**src/rtl/ompss_cmd_pkg.sv**
```systemverilog
// Command-protocol constants and endpoint FSM state shared by the
// accelerator command endpoint and its argument buffer.
package ompss_cmd_pkg;

  localparam logic [7:0] CMD_EXEC_TASK = 8'h01;
  localparam logic [7:0] CMD_FINISHED  = 8'h03;

  localparam int unsigned HDR_FIELD_W   = 8;
  localparam int unsigned HDR_CODE_LSB  = 0;
  localparam int unsigned HDR_NARGS_LSB = 8;

  typedef enum logic [3:0] {
    ST_IDLE,
    ST_TID,
    ST_PID,
    ST_ARGS,
    ST_START,
    ST_RUN,
    ST_FIN0,
    ST_FIN1,
    ST_DRAIN
  } cmd_state_t;

endpackage

```
**src/rtl/ompss_arg_regfile.sv**
```systemverilog
// Task argument buffer: one synchronous write port, one asynchronous read port.
// Out-of-range addresses are ignored on write and read back as zero.
module ompss_arg_regfile #(
  parameter int unsigned DEPTH = 15
) (
  input  logic        clk,
  input  logic        i_wr_en,
  input  logic [7:0]  i_wr_addr,
  input  logic [63:0] i_wr_data,
  input  logic [7:0]  i_rd_addr,
  output logic [63:0] o_rd_data
);

  localparam int unsigned AW     = (DEPTH > 1) ? $clog2(DEPTH) : 1;
  localparam logic [7:0]  DEPTH8 = 8'(DEPTH);

  logic [63:0]   r_mem [DEPTH];
  logic [AW-1:0] w_wr_idx;
  logic [AW-1:0] w_rd_idx;

  assign w_wr_idx = i_wr_addr[AW-1:0];
  assign w_rd_idx = i_rd_addr[AW-1:0];

  always_ff @(posedge clk) begin
    if (i_wr_en && (i_wr_addr < DEPTH8)) begin
      r_mem[w_wr_idx] <= i_wr_data;
    end
  end

  always_comb begin
    o_rd_data = '0;
    if (i_rd_addr < DEPTH8) begin
      o_rd_data = r_mem[w_rd_idx];
    end
  end

endmodule

```
**src/rtl/ompss_acc_cmd_endpoint.sv**
```systemverilog
// Accelerator-side command endpoint: parses execute-task commands, hands the
// task to the kernel via start/done, and returns a two-beat finish notice.
module ompss_acc_cmd_endpoint
  import ompss_cmd_pkg::*;
#(
  parameter int unsigned ACC_ID   = 0,
  parameter int unsigned MAX_ACCS = 16,
  parameter int unsigned MAX_ARGS = 15
) (
  input  logic                        clk,
  input  logic                        rstn,
  input  logic                        cmdin_in_tvalid,
  output logic                        cmdin_in_tready,
  input  logic [63:0]                 cmdin_in_tdata,
  input  logic                        cmdin_in_tlast,
  output logic                        cmdout_out_tvalid,
  input  logic                        cmdout_out_tready,
  output logic [$clog2(MAX_ACCS)-1:0] cmdout_out_tid,
  output logic [63:0]                 cmdout_out_tdata,
  output logic                        task_start_valid,
  input  logic                        task_start_ready,
  output logic [63:0]                 task_id,
  output logic [63:0]                 parent_id,
  output logic [7:0]                  task_nargs,
  input  logic [7:0]                  arg_idx,
  output logic [63:0]                 arg_data,
  input  logic                        task_done_valid,
  output logic                        task_done_ready,
  output logic [1:0]                  err_sticky
);

  localparam int unsigned TID_W     = $clog2(MAX_ACCS);
  localparam logic [7:0]  MAX_ARGS8 = 8'(MAX_ARGS);

  cmd_state_t  r_state;
  cmd_state_t  w_next;
  logic [63:0] r_task_id;
  logic [63:0] r_parent_id;
  logic [7:0]  r_hdr_nargs;
  logic [7:0]  r_wr_ptr;
  logic [7:0]  r_task_nargs;
  logic [1:0]  r_err;

  logic                   w_beat;
  logic [HDR_FIELD_W-1:0] w_code;
  logic [HDR_FIELD_W-1:0] w_nargs_in;
  logic                   w_arg_room;
  logic                   w_wr_en;
  logic [7:0]             w_rcv_cnt;
  logic [7:0]             w_final_nargs;
  logic [63:0]            w_rd_data;

  assign w_beat     = cmdin_in_tvalid && cmdin_in_tready;
  assign w_code     = cmdin_in_tdata[HDR_CODE_LSB +: HDR_FIELD_W];
  assign w_nargs_in = cmdin_in_tdata[HDR_NARGS_LSB +: HDR_FIELD_W];
  assign w_arg_room = (r_wr_ptr < MAX_ARGS8);
  assign w_wr_en    = (r_state == ST_ARGS) && w_beat && w_arg_room;
  // Received count never exceeds MAX_ARGS, so min() with the header count
  // yields min(nargs, MAX_ARGS) or the short count on an early tlast.
  assign w_rcv_cnt     = r_wr_ptr + {7'd0, w_wr_en};
  assign w_final_nargs = (w_rcv_cnt < r_hdr_nargs) ? w_rcv_cnt : r_hdr_nargs;

  always_comb begin
    w_next            = r_state;
    cmdin_in_tready   = 1'b0;
    task_start_valid  = 1'b0;
    task_done_ready   = 1'b0;
    cmdout_out_tvalid = 1'b0;
    cmdout_out_tdata  = '0;
    case (r_state)
      ST_IDLE: begin
        cmdin_in_tready = 1'b1;
        if (cmdin_in_tvalid) begin
          if (w_code == CMD_EXEC_TASK) w_next = ST_TID;
          else if (!cmdin_in_tlast)    w_next = ST_DRAIN;
        end
      end
      ST_TID: begin
        cmdin_in_tready = 1'b1;
        if (cmdin_in_tvalid) w_next = cmdin_in_tlast ? ST_START : ST_PID;
      end
      ST_PID: begin
        cmdin_in_tready = 1'b1;
        if (cmdin_in_tvalid) begin
          w_next = (cmdin_in_tlast || (r_hdr_nargs == 8'd0)) ? ST_START : ST_ARGS;
        end
      end
      ST_ARGS: begin
        cmdin_in_tready = 1'b1;
        if (cmdin_in_tvalid && cmdin_in_tlast) w_next = ST_START;
      end
      ST_START: begin
        task_start_valid = 1'b1;
        if (task_start_ready) w_next = ST_RUN;
      end
      ST_RUN: begin
        task_done_ready = 1'b1;
        if (task_done_valid) w_next = ST_FIN0;
      end
      ST_FIN0: begin
        cmdout_out_tvalid = 1'b1;
        cmdout_out_tdata  = {56'h0, CMD_FINISHED};
        if (cmdout_out_tready) w_next = ST_FIN1;
      end
      ST_FIN1: begin
        cmdout_out_tvalid = 1'b1;
        cmdout_out_tdata  = r_task_id;
        if (cmdout_out_tready) w_next = ST_IDLE;
      end
      ST_DRAIN: begin
        cmdin_in_tready = 1'b1;
        if (cmdin_in_tvalid && cmdin_in_tlast) w_next = ST_IDLE;
      end
      default: w_next = ST_IDLE;
    endcase
  end

  always_ff @(posedge clk) begin
    if (!rstn) begin
      r_state      <= ST_IDLE;
      r_task_id    <= '0;
      r_parent_id  <= '0;
      r_hdr_nargs  <= '0;
      r_wr_ptr     <= '0;
      r_task_nargs <= '0;
      r_err        <= '0;
    end else begin
      r_state <= w_next;
      if (w_beat) begin
        case (r_state)
          ST_IDLE: begin
            if (w_code == CMD_EXEC_TASK) begin
              r_hdr_nargs  <= w_nargs_in;
              r_wr_ptr     <= '0;
              r_task_nargs <= '0;
            end else begin
              r_err[0] <= 1'b1;
            end
          end
          ST_TID: r_task_id   <= cmdin_in_tdata;
          ST_PID: r_parent_id <= cmdin_in_tdata;
          ST_ARGS: begin
            if (w_arg_room) r_wr_ptr <= r_wr_ptr + 8'd1;
            else            r_err[1] <= 1'b1;
            if (cmdin_in_tlast) r_task_nargs <= w_final_nargs;
          end
          default: ;
        endcase
      end
    end
  end

  ompss_arg_regfile #(
    .DEPTH (MAX_ARGS)
  ) u_args (
    .clk       (clk),
    .i_wr_en   (w_wr_en),
    .i_wr_addr (r_wr_ptr),
    .i_wr_data (cmdin_in_tdata),
    .i_rd_addr (arg_idx),
    .o_rd_data (w_rd_data)
  );

  assign arg_data       = (arg_idx < r_task_nargs) ? w_rd_data : '0;
  assign cmdout_out_tid = TID_W'(ACC_ID);
  assign task_id        = r_task_id;
  assign parent_id      = r_parent_id;
  assign task_nargs     = r_task_nargs;
  assign err_sticky     = r_err;

endmodule

```
**config.mk**
```make
export PLATFORM = sky130hd
export DESIGN_NAME = ompss_acc_cmd_endpoint
export DESIGN_NICKNAME = d
export VERILOG_FILES = /design/src/rtl/ompss_cmd_pkg.sv /design/src/rtl/ompss_arg_regfile.sv /design/src/rtl/ompss_acc_cmd_endpoint.sv
export SDC_FILE = /design/constraint.sdc
export NUM_CORES = 1
export LEC_CHECK = 0
export ABC_AREA = 0
export CAP_MARGIN = 20
export CORE_ASPECT_RATIO = 0.7
export CORE_UTILIZATION = 52
export CTS_CLUSTER_DIAMETER = 100
export DETAILED_ROUTE_END_ITERATION = 10
export GPL_ROUTABILITY_DRIVEN = 0
export HOLD_SLACK_MARGIN = 0.08
export PLACE_DENSITY = 0.72
export SYNTH_ARGS = -nofsm -noshare
export SYNTH_HDL_FRONTEND = slang
export SYNTH_SLANG_ARGS = --single-unit
```
**constraint.sdc**
```tcl
create_clock -name clk -period 8.3 [get_ports clk]
set_input_delay 0.83 -clock clk [delete_from_list [all_inputs] [get_ports clk]]
set_output_delay 0.83 -clock clk [all_outputs]
set_load 0.01 [all_outputs]
```
Word level (Yosys, flattened, before mapping)
Memory sizes are Yosys's and may differ from the RTL's.
Cells that the tools add are included.
{ "word_totals": {"register_bits": 158, "mem_bits_rw": 960, "in_bits": 79, "output_inout_bits": 274, "elab_cells": 87, "n_memories": 1} }
{ "classes": {"addsub": 2, "magnitude_cmp": 4, "n_eq_ne": 22, "n_mux": 29, "bitwise_logic": 2, "reduce_logical": 19} }
{ "memory_table": {"columns": ["name", "words", "width", "rd", "rd_ports_with_merged_regs", "write_ports", "line", "text"], "rows": [
  ["u_args.r_mem", 15, 64, 1, 0, 1, "ompss_arg_regfile.sv:17", "logic [63:0] r_mem [DEPTH];"]
]} }
{ "op_table": {"columns": ["cell", "count"], "rows": [
  ["$mux 64", 2],
  ["$pmux 64 s2", 1],
  ["$mux 4", 11],
  ["$pmux 4 s9", 1],
  ["$mux 8", 4],
  ["$pmux 8 s2", 2],
  ["$ne 2x2->1 const B", 11],
  ["$eq 4x3->1 const B", 4],
  ["$lt 8x4->1 const B", 2],
  ["$lt 8x8->1", 2],
  ["$reduce_and 10->1", 1],
  ["$reduce_and 3->1", 3],
  ["$add 8x1->8", 1],
  ["$add 8x1->8 const B", 1],
  ["$eq 4x2->1 const B", 2],
  ["$eq 8x1->1 const B", 1],
  ["$logic_not 8->1", 1],
  ["$reduce_and 4->1", 2],
  ["$mux 1", 6],
  ["$mux 3", 2],
  ["$logic_and 1x1->1", 5],
  ["$reduce_or 5->1", 1],
  ["$eq 4x1->1 const B", 1],
  ["$eq 4x4->1 const B", 1],
  ["8 further kinds", 10]
]} }

Depth between registers and ports, before layout
{ "depth": {"ltp_word": 11, "mapped_depth": 15, "mapped_depth_nobuf": 15} }

Modules after synthesis
A second synthesis with hierarchy kept.
{ "unflattened": {"hier_cells": 2631, "area_unflattened_um2": 45147.0} }
{ "modules_own_cells": {"columns": ["mod", "n_inst", "cells_each", "area_each_um2"], "rows": [
  ["ompss_arg_regfile", 1, 1599, 37584.8],
  ["ompss_acc_cmd_endpoint", 1, 1032, 7562.3]
]} }

Least setup slack after synthesis
OpenSTA, ideal clock, no wires.
{ "synth_timing": {"kind": "input-to-reg", "startpoint": "input port cmdin_in_tvalid", "endpoint": "memory u_args.r_mem[0][0] (enable)", "setup_ns": 0.645, "arrival_time_ns": 7.555, "required_time_ns": 7.655, "path_slack_ns": 0.100, "stages": 3, "n_path_buf": 0, "cell_sequence": "nor3b_1 -> nand3_1 -> nor4_1"} }
{ "synth_via": {"elab_chain_cells": 6} }
{ "synth_rtl": {"columns": ["item", "line", "text"], "rows": [
  ["from (decl)", "ompss_acc_cmd_endpoint.sv:12", "input logic cmdin_in_tvalid,"],
  ["$logic_and 1x1->1", "ompss_acc_cmd_endpoint.sv:53", "assign w_beat = cmdin_in_tvalid && cmdin_in_tready;"],
  ["$logic_and 1x1->1 (2 in series)", "ompss_acc_cmd_endpoint.sv:57", "assign w_wr_en = (r_state == ST_ARGS) && w_beat && w_arg_room;"],
  ["$logic_and 1x1->1", "ompss_arg_regfile.sv:25", "if (i_wr_en && (i_wr_addr < DEPTH8)) begin"],
  ["$mux 1", "ompss_arg_regfile.sv:25", null],
  ["$mux 1 (implied by the code)", "ompss_arg_regfile.sv:26", "r_mem[w_wr_idx] <= i_wr_data;"],
  ["to (decl)", "ompss_arg_regfile.sv:17", null]
]} }
Every way passes these cells.

Worst setup path in the final report
{ "layout_timing": {"startpoint": "input port arg_idx[1]", "endpoint": "output port arg_data[33]"} }
{ "layout_via": {"elab_chain_cells": 3} }
{ "layout_rtl": {"columns": ["item", "line", "text"], "rows": [
  ["from (decl)", "ompss_acc_cmd_endpoint.sv:25", "input logic [7:0] arg_idx,"],
  ["$lt 8x4->1 / $mem_v2 15x64 (equally long branches)", null, null],
  ["$mux 64", "ompss_arg_regfile.sv:32", "if (i_rd_addr < DEPTH8) begin"],
  ["$mux 64 (*)", "ompss_acc_cmd_endpoint.sv:164", "assign arg_data = (arg_idx < r_task_nargs) ? w_rd_data : '0;"],
  ["to (decl)", "ompss_acc_cmd_endpoint.sv:26", "output logic [63:0] arg_data,"]
]} }
Mark *: on every way between the ends. The rest lies on a longest branch, timed or not.

==> flow_summary.yaml <==
grt:
  antenna_found_initial: 8
  grt_pass1_wl_um: 160000
  globalRouteOverflowTotal: 0
  grt_usage_pct: 25.8
  grt_pass1_vias: 24300
  grt_max_degree: 156
drt:
  route.detailed.drc: 0
  num_vias: 24200
  ant_nets: 0
  drt-wirelength-per-cell_um: 27.1
  drt_iter0_drc: 2760
  via_per_inst: 6.01
  wirelength_um: 109000
  firstDrtPassIters: 5
synthesis:
  synth_cells: 2471
  synth_cell_types: 54
  ys_warn_count: 0
  syn-cell-area_mm2: 0.0437
  synth-main-ff-cell: "edfxtp_1"
  synth_top_area_cell: "edfxtp_1"
  synth-seq-cells: 1118
  netlist.area_leader.share_pct: 66.0
  synth_enable_flop_cells: 960
  synth_seq_area_share_pct: 73.3
  post_synth_main_area_contributors: "edfxtp_1, mux4_2, dfxtp_1"
  syn_avg_cell_area_um2: 17.7
  async_flop_share_pct: 0
worst_setup_path:
  crit_arrival_ps: 4230
  critPathMaxStageDelay_ps: 810
  worstSetupStartpoint: "arg_idx[1]"
  rr_endpoint: "task_nargs[1]"
  r2r_slack_ps: 4270
  worst-path-buf-inv: 4
  worst_setup_path_end_kind: "primary output"
  cp_data_required_time_ps: 7470
  critPathMaxFanout: 103
  crit_slowest_cell: "buf_4"
  path_common_cell: "buf_4"
  reg2regPathDepth: 14
  cp.depth: 9
  cp-start-kind: "primary input"
  criticalPathCategory: "primary input to primary output"
  path_delay_family: "buffers and inverters"
  regToRegStartpoint: "r_state[3]"
  crit_end: "arg_data[33]"
  crit_chain: "buf_8, buf_4, nand4_1, nand3_1, a31oi_1, o31ai_4, buf_4, nor2b_1, clkdlybuf4s50_1"
finish:
  final_cell_area_mm2: 0.0518
  multi_input_area_mm2: 0.0109
  nets: 2913
  drive_above_1_share_pct: 17.0
  syn_to_final_growth_pct: 18.7
  fill_cells: 5802
  final-seq-area_mm2: 0.0320
placement:
  io_buffers: 348
  dpl.hpwl_um: 60600
  dpl_cell_area_mm2: 0.0483
  pre_cts_ws_ps: 3250
timing:
  tightestPinTransition_ps: 1110
  timing.final.ws_setup_ps: 3240
  final-hold-violation-count: 0
  min_period_ps: 5060
  clock.fmax_mhz: 197
  fin_setup_tns_ps: 0
  slew_viol_final: 0
  rsz0062_at_grt: "no"
  finalSetupViolations: 0
  fin_crit_sh_pct: 61.0
  relSlewSlack_pct: 26.3
  finalClockSkew_ps: 27.0
power:
  ir_drop_mv: 0.160
  power_density_mw_per_mm2: 220
  power.leakage_nw: 16.7
die:
  die_width_um: 348
  io_pins: 353
  core.rowCount: 88
  die_h_um: 244
  die-area_mm2: 0.0852
  initial_core_util_pct: 52.7
  core_area_mm2: 0.0828
clock_network:
  insertion_delay_ps: 680
  htree_num_levels: 3
  clock_path_buffers: 3
  cts-root-buf: "clkbuf_16"
  clk_pin_slew_worst_paths_ps: 60
  hold_buffers: 0
  clock_sinks: 1118
  post_cts_buffers: 0
  tritoncts: "yes"
  postCtsResizedCells: 0
  cts_made_buffers: 102
flow_run:
  cap_violations: 0
status:
  status: "completed"
hold_path:
  hold_path.class: "flop to flop"
## layer usage
| layer | vias up | GRT usage [%] | wire length [um] |
|---|---|---|---|
| met4 | 8 | 6.63 | 2310 |
| met2 | 1084 | 41.0 | 52400 |
| met3 | 173 | 4.94 | 9400 |
| met5 | - | 0 | 46 |
| li1 | 10300 | - | - |
| met1 | 12600 | 37.1 | 45100 |
## Yosys cell counts (2+ instances only)
cell / instances
o21a_1: 2
buf_1: 6
a21oi_1: 143
mux4_2: 256
a211oi_1: 2
nand3_1: 9
mux2i_1: 83
clkbuf_1: 97
or4_1: 2
nand3b_1: 2
and2_1: 9
or3_1: 2
dfxtp_1: 158
o21ai_0: 68
buf_6: 18
xor2_1: 2
inv_1: 24
nand2_1: 344
ha_1: 20
a31oi_1: 4
nand4_1: 7
nor2b_1: 64
nor3b_1: 5
o21ai_1: 13
a21o_1: 3
xnor2_1: 5
edfxtp_1: 960
and3_1: 64
nor3_1: 3
buf_4: 12
nor4_1: 6
buf_2: 20
nand2b_1: 5
nor2_1: 33
## sequential cells by signal (all words and copies together), names as in the netlist
| register | count |
|---|---|
| u_args.r_mem | 960 |
| r_state | 4 |
| err_sticky | 2 |
| parent_id | 64 |
| r_hdr_nargs | 8 |
| task_nargs | 8 |
| r_wr_ptr | 8 |
| task_id | 64 |
## power breakdown
group	switching, mW	internal, mW	total, mW
combinational	0.265	0.204	0.469
clock	2.05	2.81	4.86
sequential	0.00666	6.09	6.10
## how the worst min path moves through the flow
| stage | depth (start not counted) | from | endpoint |
|---|---|---|---|
| floorplan | 2 | parent_id[0] | parent_id[0] |
| global placement | 2 | parent_id[17] | parent_id[17] |
| detailed placement | 2 | parent_id[49] | parent_id[49] |
| CTS | 2 | parent_id[49] | parent_id[49] |
| global route | 2 | parent_id[4] | parent_id[4] |
| finish | 2 | parent_id[54] | parent_id[54] |
## per-stage QoR
step / power [mW] / cells / util [%] / hold WS (ps)
4_1_cts: 11.5 / 4028 / 62.5 / 455
3_5_place_dp: 6.69 / 3834 / 58.3 / 446
3_3_place_gp: 6.68 / 3834 / 58.3 / 444
6_report: 11.4 / 4032 / 62.6 / 456
2_1_floorplan: 6.49 / 2474 / - / 481
5_1_grt: 11.7 / 4030 / 62.6 / 481
## cell families after synthesis
kind of cell             synth area share [%]
AO/OA/AOI/OAI                            2.99
XOR/XNOR                                0.140
adder cells (fa/ha/maj)                 0.573
buffers and inverters                    2.00
flip-flops                               73.3
multiplexers                             15.1
other                                 0.00859
AND/OR/NAND/NOR                          5.92
## worst register-to-register path, cell delays in order, from the launching register on
cell     delay [ps]
dfxtp_1         470
nor2_1          300
nand2_1         230
nor3_1          510
ha_1            320
ha_1            210
nand3_1         130
nor2_1          170
xor2_1          230
ha_1            270
nand2_1          90
nor3_1           70
a21oi_2         500
mux2i_1         330
o21ai_1          80
## cells in the final DEF, fill, tap and decap left out, types with 16 or more instances in the layout
cell               n
buf_4             39
edfxtp_1         960
clkbuf_16        113
clkbuf_8          16
nor2b_1           64
mux2i_1           83
ha_1              20
a21oi_1          143
clkdlybuf4s50_1  344
o21ai_0           68
mux4_2           256
dfxtp_1          158
clkinv_2          16
inv_1             23
and3_1            64
nand2_1          344
clkbuf_1          18
nor2_1            27
## cell type report
class	count	area share [%]
Tap cell	1125	2.72
Timing Repair Buffer	389	7.44
Inverter	25	0.186
Clock buffer	147	6.01
Clock inverter	47	0.818
Sequential cell	1118	61.7
Multi-Input combinational cell	1178	21.1
Antenna cell	3	0.0145
(Power assumes the default switching activity.)
